--- src/rtl/parser_head_gen.sv ---
// parser_head_gen: slices a packet byte stream into tagged head/meta slices.
// Bytes beyond HEAD_SLICE_NUM slices are consumed and discarded.
package parser_pkg;
  localparam int HEAD_W         = 512;
  localparam int META_W         = 512;
  localparam int TAG_W          = 12;
  localparam int TAG_VALID_BIT  = 11;
  localparam int TAG_START_BIT  = 10;
  localparam int TAG_TAIL_BIT   = 9;
  localparam int TAG_SHIFT_BIT  = 8;
  localparam int TAG_OFFSET_LSB = 0;
  localparam int TAG_OFFSET_W   = 6;

  typedef enum logic [1:0] {
    ST_IDLE,
    ST_FILL,
    ST_DROP
  } hg_state_e;
endpackage

module parser_head_gen
  import parser_pkg::*;
#(
  parameter int HEAD_WIDTH     = HEAD_W,
  parameter int META_WIDTH     = META_W,
  parameter int TAG_WIDTH      = TAG_W,
  parameter int IN_WIDTH       = 64,
  parameter int HEAD_SLICE_NUM = 2
) (
  input  logic                          i_clk,
  input  logic                          i_rst_n,
  parser_head_gen_if.slave              pkt,
  output logic [HEAD_WIDTH+TAG_WIDTH-1:0] o_head,
  output logic [META_WIDTH+TAG_WIDTH-1:0] o_meta,
  output logic [31:0]                   o_pkt_cnt,
  output logic [31:0]                   o_trunc_cnt
);

  localparam int BEATS = HEAD_WIDTH / IN_WIDTH;
  localparam int BB    = IN_WIDTH / 8;
  localparam int BC_W  = $clog2(BEATS);
  localparam int SC_W  = $clog2(HEAD_SLICE_NUM + 1);
  localparam int OFF_W = $clog2(HEAD_WIDTH / 8);
  localparam int PAD   = HEAD_WIDTH - IN_WIDTH;

  hg_state_e st_q, st_d;

  logic [BC_W-1:0]       beat_q;
  logic [SC_W-1:0]       slc_q;
  logic [HEAD_WIDTH-1:0] buf_q;
  logic [META_WIDTH-1:0] meta_q;
  logic                  rdy_q;
  logic [31:0]           pkt_q;
  logic [31:0]           trunc_q;

  logic [TAG_WIDTH-1:0]  head_tag_q;
  logic [HEAD_WIDTH-1:0] head_dat_q;
  logic [TAG_WIDTH-1:0]  meta_tag_q;
  logic [META_WIDTH-1:0] meta_dat_q;

  logic                  acc;
  logic                  last;
  logic                  fill_st;
  logic                  emit;
  logic                  start;
  logic                  tail;
  logic                  pkt_inc;
  logic                  trunc_inc;
  logic [SC_W-1:0]       eff_slc;
  logic [2:0]            nbytes;
  logic [2:0]            sh;
  logic [IN_WIDTH-1:0]   beat_msk;
  logic [OFF_W-1:0]      offset;
  logic [HEAD_WIDTH-1:0] slice_d;
  logic [META_WIDTH-1:0] meta_src;
  logic [TAG_WIDTH-1:0]  head_tag_d;
  logic [TAG_WIDTH-1:0]  meta_tag_d;

  assign pkt.o_pkt_ready = rdy_q;
  assign acc  = pkt.i_pkt_valid & rdy_q;
  assign last = pkt.i_pkt_last;

  // Datapath: mask the beat, drop it into its buffer lane, form offset.
  always_comb begin
    nbytes   = last ? pkt.i_pkt_bytes : 3'(BB - 1);
    sh       = 3'(BB - 1) - nbytes;
    beat_msk = {IN_WIDTH{1'b1}} << {sh, 3'b000};
    slice_d  = buf_q
             | ({pkt.i_pkt_data & beat_msk, {PAD{1'b0}}}
                >> (IN_WIDTH * int'(beat_q)));
    offset   = OFF_W'(beat_q) * OFF_W'(BB) + OFF_W'(nbytes);
    meta_src = (st_q == ST_IDLE) ? pkt.i_meta_in : meta_q;
  end

  // State register.
  always_ff @(posedge i_clk or negedge i_rst_n) begin
    if (!i_rst_n) st_q <= ST_IDLE;
    else          st_q <= st_d;
  end

  // Next state: fill until last beat or slice budget runs out.
  always_comb begin
    st_d = st_q;
    unique case (st_q)
      ST_IDLE, ST_FILL: begin
        if (acc) begin
          if (emit && last)      st_d = ST_IDLE;
          else if (emit && tail) st_d = ST_DROP;
          else                   st_d = ST_FILL;
        end
      end
      ST_DROP: begin
        if (acc && last) st_d = ST_IDLE;
      end
      default: st_d = ST_IDLE;
    endcase
  end

  // FSM outputs: emit strobe, slice framing, counter strobes, tags.
  always_comb begin
    fill_st   = (st_q != ST_DROP);
    eff_slc   = (st_q == ST_IDLE) ? '0 : slc_q;
    emit      = acc & fill_st
              & ((beat_q == BC_W'(BEATS - 1)) | last);
    start     = (eff_slc == '0);
    tail      = last | (eff_slc == SC_W'(HEAD_SLICE_NUM - 1));
    pkt_inc   = acc & last;
    trunc_inc = emit & ~last & tail;

    head_tag_d = '0;
    head_tag_d[TAG_VALID_BIT] = 1'b1;
    head_tag_d[TAG_SHIFT_BIT] = 1'b1;
    head_tag_d[TAG_START_BIT] = start;
    head_tag_d[TAG_TAIL_BIT]  = tail;
    head_tag_d[TAG_OFFSET_LSB +: TAG_OFFSET_W] = TAG_OFFSET_W'(offset);

    meta_tag_d = '0;
    meta_tag_d[TAG_VALID_BIT] = 1'b1;
    meta_tag_d[TAG_START_BIT] = 1'b1;
    meta_tag_d[TAG_TAIL_BIT]  = 1'b1;
    meta_tag_d[TAG_OFFSET_LSB +: TAG_OFFSET_W] =
      TAG_OFFSET_W'(META_WIDTH / 8 - 1);
  end

  // Beat and slice position within the packet.
  always_ff @(posedge i_clk or negedge i_rst_n) begin
    if (!i_rst_n) begin
      beat_q <= '0;
      slc_q  <= '0;
    end else if (acc && fill_st) begin
      beat_q <= emit ? '0 : beat_q + 1'b1;
      slc_q  <= emit ? eff_slc + 1'b1 : eff_slc;
    end
  end

  // Slice accumulation buffer, cleared on each emit.
  always_ff @(posedge i_clk or negedge i_rst_n) begin
    if (!i_rst_n)              buf_q <= '0;
    else if (emit)             buf_q <= '0;
    else if (acc && fill_st)   buf_q <= slice_d;
  end

  // Meta captured from the first beat of each packet.
  always_ff @(posedge i_clk or negedge i_rst_n) begin
    if (!i_rst_n)                      meta_q <= '0;
    else if (acc && st_q == ST_IDLE)   meta_q <= pkt.i_meta_in;
  end

  // Registered head/meta slices; tags pulse for one cycle.
  always_ff @(posedge i_clk or negedge i_rst_n) begin
    if (!i_rst_n) begin
      head_tag_q <= '0;
      head_dat_q <= '0;
      meta_tag_q <= '0;
      meta_dat_q <= '0;
    end else begin
      head_tag_q <= '0;
      meta_tag_q <= '0;
      if (emit) begin
        head_tag_q <= head_tag_d;
        head_dat_q <= slice_d;
        if (start) begin
          meta_tag_q <= meta_tag_d;
          meta_dat_q <= meta_src;
        end
      end
    end
  end

  // Ready rises the first edge after reset and stays up.
  always_ff @(posedge i_clk or negedge i_rst_n) begin
    if (!i_rst_n) rdy_q <= 1'b0;
    else          rdy_q <= 1'b1;
  end

  // Packet and truncation counters.
  always_ff @(posedge i_clk or negedge i_rst_n) begin
    if (!i_rst_n) begin
      pkt_q   <= '0;
      trunc_q <= '0;
    end else begin
      if (pkt_inc)   pkt_q   <= pkt_q + 32'd1;
      if (trunc_inc) trunc_q <= trunc_q + 32'd1;
    end
  end

  assign o_head      = {head_tag_q, head_dat_q};
  assign o_meta      = {meta_tag_q, meta_dat_q};
  assign o_pkt_cnt   = pkt_q;
  assign o_trunc_cnt = trunc_q;

endmodule

--- src/rtl/parser_head_gen_if.sv ---
// parser_head_gen_if: ingress packet beat stream into the head generator.
// Beats carry up to IN_WIDTH bits with last/bytes framing plus per-packet meta.
interface parser_head_gen_if #(
  parameter int IN_WIDTH   = 64,
  parameter int META_WIDTH = 512
);
  logic                  i_pkt_valid;
  logic                  o_pkt_ready;
  logic [IN_WIDTH-1:0]   i_pkt_data;
  logic                  i_pkt_last;
  logic [2:0]            i_pkt_bytes;
  logic [META_WIDTH-1:0] i_meta_in;

  modport master (
    output i_pkt_valid,
    output i_pkt_data,
    output i_pkt_last,
    output i_pkt_bytes,
    output i_meta_in,
    input  o_pkt_ready
  );

  modport slave (
    input  i_pkt_valid,
    input  i_pkt_data,
    input  i_pkt_last,
    input  i_pkt_bytes,
    input  i_meta_in,
    output o_pkt_ready
  );
endinterface

--- src/flat_wrapper.sv ---
// flat-port wrapper written by rule: the top's interface ports become plain ports
module parser_head_gen_flat import parser_pkg::*;
#(
  parameter int HEAD_WIDTH     = HEAD_W,
  parameter int META_WIDTH     = META_W,
  parameter int TAG_WIDTH      = TAG_W,
  parameter int IN_WIDTH       = 64,
  parameter int HEAD_SLICE_NUM = 2
)
  (i_clk, i_rst_n, o_head, o_meta, o_pkt_cnt, o_trunc_cnt, pkt_i_pkt_valid, pkt_i_pkt_data, pkt_i_pkt_last, pkt_i_pkt_bytes, pkt_i_meta_in, pkt_o_pkt_ready);
  parser_head_gen_if #(.IN_WIDTH(IN_WIDTH), .META_WIDTH(META_WIDTH)) pkt_i ();
  input  logic i_clk;
  input  logic i_rst_n;
  output logic [HEAD_WIDTH+TAG_WIDTH-1:0] o_head;
  output logic [META_WIDTH+TAG_WIDTH-1:0] o_meta;
  output logic [31:0] o_pkt_cnt;
  output logic [31:0] o_trunc_cnt;
  input wire logic [$bits(pkt_i.i_pkt_valid)-1:0] pkt_i_pkt_valid;
  input wire logic [$bits(pkt_i.i_pkt_data)-1:0] pkt_i_pkt_data;
  input wire logic [$bits(pkt_i.i_pkt_last)-1:0] pkt_i_pkt_last;
  input wire logic [$bits(pkt_i.i_pkt_bytes)-1:0] pkt_i_pkt_bytes;
  input wire logic [$bits(pkt_i.i_meta_in)-1:0] pkt_i_meta_in;
  output wire logic [$bits(pkt_i.o_pkt_ready)-1:0] pkt_o_pkt_ready;
  assign pkt_i.i_pkt_valid = pkt_i_pkt_valid;
  assign pkt_i.i_pkt_data = pkt_i_pkt_data;
  assign pkt_i.i_pkt_last = pkt_i_pkt_last;
  assign pkt_i.i_pkt_bytes = pkt_i_pkt_bytes;
  assign pkt_i.i_meta_in = pkt_i_meta_in;
  assign pkt_o_pkt_ready = pkt_i.o_pkt_ready;
  parser_head_gen #(.HEAD_WIDTH(HEAD_WIDTH), .META_WIDTH(META_WIDTH), .TAG_WIDTH(TAG_WIDTH), .IN_WIDTH(IN_WIDTH), .HEAD_SLICE_NUM(HEAD_SLICE_NUM)) u_core (.i_clk(i_clk), .i_rst_n(i_rst_n), .pkt(pkt_i), .o_head(o_head), .o_meta(o_meta), .o_pkt_cnt(o_pkt_cnt), .o_trunc_cnt(o_trunc_cnt));
endmodule
--- config.mk ---
export PLATFORM = sky130hd
export DESIGN_NAME = parser_head_gen_flat
export DESIGN_NICKNAME = d
export VERILOG_FILES = /design/src/rtl/parser_head_gen.sv /design/src/rtl/parser_head_gen_if.sv /design/src/flat_wrapper.sv
export SDC_FILE = /design/constraint.sdc
export NUM_CORES = 2
export LEC_CHECK = 0
export CAP_MARGIN = 20
export CORE_AREA = 4 4 649 651
export DETAILED_ROUTE_END_ITERATION = 7
export DIE_AREA = 0 0 653 655
export PLACE_DENSITY_LB_ADDON = 0.2
export SLEW_MARGIN = 20
export SYNTH_ARGS = -nofsm -noshare
export SYNTH_HDL_FRONTEND = slang
export SYNTH_SLANG_ARGS = --single-unit
--- constraint.sdc ---
create_clock -name i_clk -period 4.3 [get_ports i_clk]
set_input_delay 0.86 -clock i_clk [delete_from_list [all_inputs] [get_ports i_clk]]
set_output_delay 0.86 -clock i_clk [all_outputs]
set_load 0.005 [all_outputs]
======== Word-level counts from Yosys, hierarchy flattened ========
Cells that the tools add are included.
word-level totals
  logic and storage cells ................. 64
  output and inout port bits .............. 1113
  register bits after elaboration ......... 2144
  bits of input ports ..................... 583
cells by class
  add/sub/neg operators ................... 6
  shift-type cells ........................ 2
  bitwise logic cells ..................... 11
  reduce and logical (&&, ||, !) cells .... 11
  mux-type cells .......................... 15
  equal/unequal tests ..................... 7
operator list
  cell                     number
  $mux W512                3
  $or A512 B512 Y512       1
  $shr A512 B9 Y512        1
  $add A32 B1 Y32 const B  2
  $and A64 B64 Y64         1
  $shl A64 B6 Y64 const A  1
  $mux W12                 3
  $mux W2                  6
  $add A6 B3 Y6            1
  $and A1 B1 Y1            6
  $mux W3                  2
  $logic_and A1 B1 Y1      5
  $eq A2 B1 Y1 const B     2
  $logic_not A2 Y1         2
  $ne A2 B1 Y1 const B     2
  $pmux W2 S2              1
  $reduce_and A2 Y1        2
  $add A3 B1 Y3 const B    1
  $eq A3 B3 Y1 const B     1
  $sub A3 B3 Y3 const A    1
  $add A2 B1 Y2 const B    1
  $eq A2 B2 Y1 const B     1
  $ne A2 B2 Y1 const B     1
  $or A1 B1 Y1             2
  3 further kinds          3

======== Logic depth before layout (Yosys ltp) ========
  depth in word-level cells ............... 9
  mapped depth ............................ 13
  gate-level depth less buffers ........... 9

======== Least setup slack after synthesis ========
No wires, ideal clock.
  path kind ............................... reg-to-reg
  from .................................... register u_core.st_q[1]
  to ...................................... register u_core.trunc_q[29], in the netlist u_core.o_trunc_cnt[29]
  path buffers ............................ 4
  path slack .............................. 1.399 ns
  clock period less this slack ............ 2.901 ns
  arrival ................................. 2.821 ns
  stages on the path, launching flop included .. 13
  setup time .............................. 0.079 ns
  required time ........................... 4.221 ns
  path through ............................ dfrtp_1 or2_2 clkbuf_1 clkbuf_1 clkbuf_1 buf_1 nand2_1 ha_1 nand4b_1 nor4_1 nand4b_1 nor3_1 xor2_1
on the way
  cells in the longest elaborated chain, start to end .. 5
  elaborated cells between the ends (all ways) .. 9
  classes of those cells .................. eq/ne: 2; mux: 1; bitwise: 5; reduce/logical: 1
RTL lines
  item                                                     line                                            RTL
  from (decl)                                              parser_head_gen.sv:46                           hg_state_e st_q, st_d;
  from (signal assigned)                                   parser_head_gen.sv:98                           else st_q <= st_d;
  $ne A2 B2 Y1 / $logic_not A2 Y1 (equally long branches)  parser_head_gen.sv:121, parser_head_gen.sv:122
  $and A1 B1 Y1 / $mux W2 (equally long branches)          parser_head_gen.sv:123, parser_head_gen.sv:122
  $and A1 B1 Y1 / $eq A2 B1 Y1 (equally long branches)     parser_head_gen.sv:124, parser_head_gen.sv:126
  $and A1 B1 Y1 / $or A1 B1 Y1 (equally long branches)     parser_head_gen.sv:128, parser_head_gen.sv:126
  $and A1 B1 Y1 (*)                                        parser_head_gen.sv:128                          trunc_inc = emit & ~last & tail;
  to (signal assigned)                                     parser_head_gen.sv:203                          if (trunc_inc) trunc_q <= trunc_q + 32'd1;
  to (decl)                                                parser_head_gen.sv:54                           logic [31:0] trunc_q;
Every way passes the cells marked *; elsewhere a longest branch is shown, timed or not.
A chain may end at the register's enable or synchronous reset.

======== Worst setup path after layout ========
  from .................................... register u_core.st_q[1]
  to ...................................... register u_core.head_dat_q[140]
on the way
  cells in the longest elaborated chain, start to end .. 3
RTL lines
  item                  line                    RTL
  $ne A2 B2 Y1          parser_head_gen.sv:121  fill_st = (st_q != ST_DROP);
  $and A1 B1 Y1         parser_head_gen.sv:123  emit = acc & fill_st
  $and A1 B1 Y1         parser_head_gen.sv:124  & ((beat_q == BC_W'(BEATS - 1)) | last);
  to (signal assigned)  parser_head_gen.sv:181  head_dat_q <= slice_d;
  to (decl)             parser_head_gen.sv:57   logic [HEAD_WIDTH-1:0] head_dat_q;
No other way between the ends.

==> flow_metrics.tcl <==
set metrics [dict create \
    status "finished, final reports clean" \
    dp_slack_ps 690 \
    drv_cap 0 \
    multi_input_area_um2 28500 \
    rrSetupSlack_ps 1040 \
    leakage_nw 48.3 \
    cts_tree "yes" \
    numPortBuffers 1690 \
    crit_arrival_ps 3950 \
    r2r_end "u_core.head_dat_q[140]" \
    clockBufferDepth 4 \
    synth-edff-count 0 \
    hpwl_um 323000 \
    dieWidth_um 653 \
    crit_path_frequent_cell "buf_12" \
    grt_pass1_wl_um 587000 \
    final_common_cell "dfrtp_1" \
    avgViaCountPerCell 4.51 \
    synth-seq-area-share_pct 62.9 \
    critPathMaxFanout 221 \
    drv_slew 0 \
    die_area_um2 428000 \
    crit_family "simple AND/OR/NAND/NOR gates" \
    finClkSkew_ps 41.1 \
    p_total_mw 72.7 \
    row_count 237 \
    synth-warning-count 0 \
    wirelength_um 433000 \
    clk_pin_slew_ps 60 \
    hold_viol 0 \
    ios 1696 \
    chipHeight_um 655 \
    max_stage_delay_ps 720 \
    final_util_pct 28.2 \
    cts_resized 0 \
    initial_core_util_pct 20.4 \
    holdWs_ps 462 \
    synth_cell_type_count 43 \
    hold_path_end "u_core.o_trunc_cnt[31]" \
    overflow 0 \
    clockRootBuffer "clkbuf_16" \
    regArea_um2 53300 \
    async_reset_ff_share_pct 100 \
    synthToLayoutAreaGrowth_pct 38.1 \
    clock-sinks 2129 \
    drive_gt1_share_pct 11.8 \
    r2r_cells 5 \
    hold_class "flip-flop to flip-flop" \
    drt-pass1-iter-count 6 \
    finalSetupTns_ps 0 \
    final_cells 15355 \
    synth_area_um2 84700 \
    fin_crit_ps 3260 \
    routed-via-count 69306 \
    cp.depth 5 \
    critical_path_class "flip-flop to flip-flop" \
    numCtsBuffers 270 \
    max_freq_ghz 0.307 \
    final-setup-viol-count 0 \
    min-delay-start "u_core.o_trunc_cnt[31]" \
    drt-initial-drc-count 5701 \
    drc_errors 0 \
    final_cell_mix "dfrtp_1 (2129), nand2_1 (1748), clkdlybuf4s50_1 (1683), nor2_1 (727), a21oi_1 (707)" \
    worst-path-buf-inv 2 \
    cp.required_ps 4990 \
    cp_slowest_cell "nor2b_2" \
    worstPathCellList "nor2b_2 -> or3_4 -> buf_12 -> buf_12 -> o21ai_0" \
    grt_max_degree 222 \
    startpoint_type "flip-flop" \
    core_area_um2 415000 \
    rsz0062_at_grt "no" \
    avgRoutedWirePerCell_um 28.2 \
    antenna_found_initial 215 \
    fillers 43155 \
    min_path_cells 1 \
    ant_nets 0 \
    max_slew_margin_pct 16.7 \
    placed_area_um2 108000 \
    power.density_nw_per_um2 622 \
    syn_area_per_cell_um2 10.5 \
    synth_seq_cells 2129 \
    final_nets 10160 \
    synth-main-ff-cell "dfrtp_1" \
    grt_pass1_vias 67869 \
    ir_drop_mv 0.360 \
    h-tree-depth 5 \
    tightest_slew_ps 1250 \
    grtUsageTotal_pct 19.5 \
    crit-reg2reg-launch "u_core.st_q[1]" \
    finalCritPeriodShare_pct 75.8 \
    dp.cells 14795 \
    end_kind "flip-flop" \
    postLayoutCellArea_um2 117000 \
    layout_setup_ws_ps 1040 \
    gp_congestion 0.886 \
    insertion_delay_ps 880 \
    synth_cells 8099 \
]
-- layer usage --
layer	track usage [%]	part of all wire (%)
met1	24.0	41
met2	30.2	45
met3	7.12	9.0
met4	9.26	5.0
met5	0	0.22
-- power by group --
| group | leakage [nW] | total (mW) | switching (mW) | internal [mW] |
|---|---|---|---|---|
| Clock | 4.37 | 23.2 | 9.54 | 13.6 |
| Sequential | 26.4 | 28.7 | 3.39 | 25.3 |
| Combinational | 17.4 | 20.8 | 11.0 | 9.87 |
| Total | 48.3 | 72.7 | 23.9 | 48.8 |
-- flip-flops by register name, indices dropped and copies added, names as in the netlist, 3 cells and up --
register and cells:
u_core.beat_q 3, u_core.buf_q 512, u_core.head_dat_q 512, u_core.head_tag_q 9
u_core.meta_dat_q 512, u_core.meta_q 512, u_core.o_pkt_cnt 32, u_core.o_trunc_cnt 32
-- logic make-up (layout without fill, tap and decap cells) --
logic type                 after synthesis  count (layout)  synth area share [%]
and+or+nand+nor                       2637            2637                  12.2
DFF                                   2129            2129                  62.9
AOI/OAI and AO/OA                     2061            2061                  13.8
buffers and inverters                  688            2358                  3.53
muxes                                  514             514                  6.83
xor gates and xnor gates                62              62                 0.641
adders and majority gates                6               6                0.0886
other                                    2              91               0.00887
-- final cells by class --
cell class	count	share of cell area [%]
clock inverters	87	0.892
flip-flops and latches	2129	45.5
multi-input cells	5286	24.4
clock buffers	387	6.72
inverters	7	0.0289
repair buffers	1877	16.4
diodes	85	0.182
well taps	5497	5.88
-- repair_timing --
| item | 4_1_cts | 5_1_grt |
|---|---|---|
| hold buffers | 1 | 0 |
| buffers inserted | 0 | 0 |
| hold endpoints to repair | 40 | 0 |
| setup endpoints to repair | 0 | 0 |
-- cell usage after synthesis (all sizes together) (7+ instances only) --
library cell  number  area share (%)
dfrtp           2129              63
nand2           1748             7.7
nor2             730             3.2
a21oi            707             4.2
o21ai            644             3.8
mux2             514             6.8
a31oi            513             3.8
clkbuf           373             1.7
buf              308             1.8
a22o             194             2.0
and2              64            0.47
xnor2             42            0.43
nand3             24            0.15
xor2              20            0.21
nand4             17            0.13
and3              13           0.096
and4               8           0.083
inv                7           0.031
nor3               7           0.047
-- worst max path at each step --
stage / startpoint / end / slack, ps
final: u_core.st_q[1] / u_core.head_dat_q[140] / 1040
after global routing: u_core.beat_q[1] / u_core.meta_dat_q[112] / 840
after CTS: u_core.o_pkt_cnt[2] / o_pkt_cnt[2] / 940
after detailed placement: pkt_i_pkt_bytes[1] / u_core.head_dat_q[1] / 690
after global placement: pkt_i_pkt_bytes[1] / u_core.head_dat_q[1] / 700
after floorplan: u_core.st_q[1] / u_core.o_trunc_cnt[29] / 1400
Power figures use the tool's default switching activity.
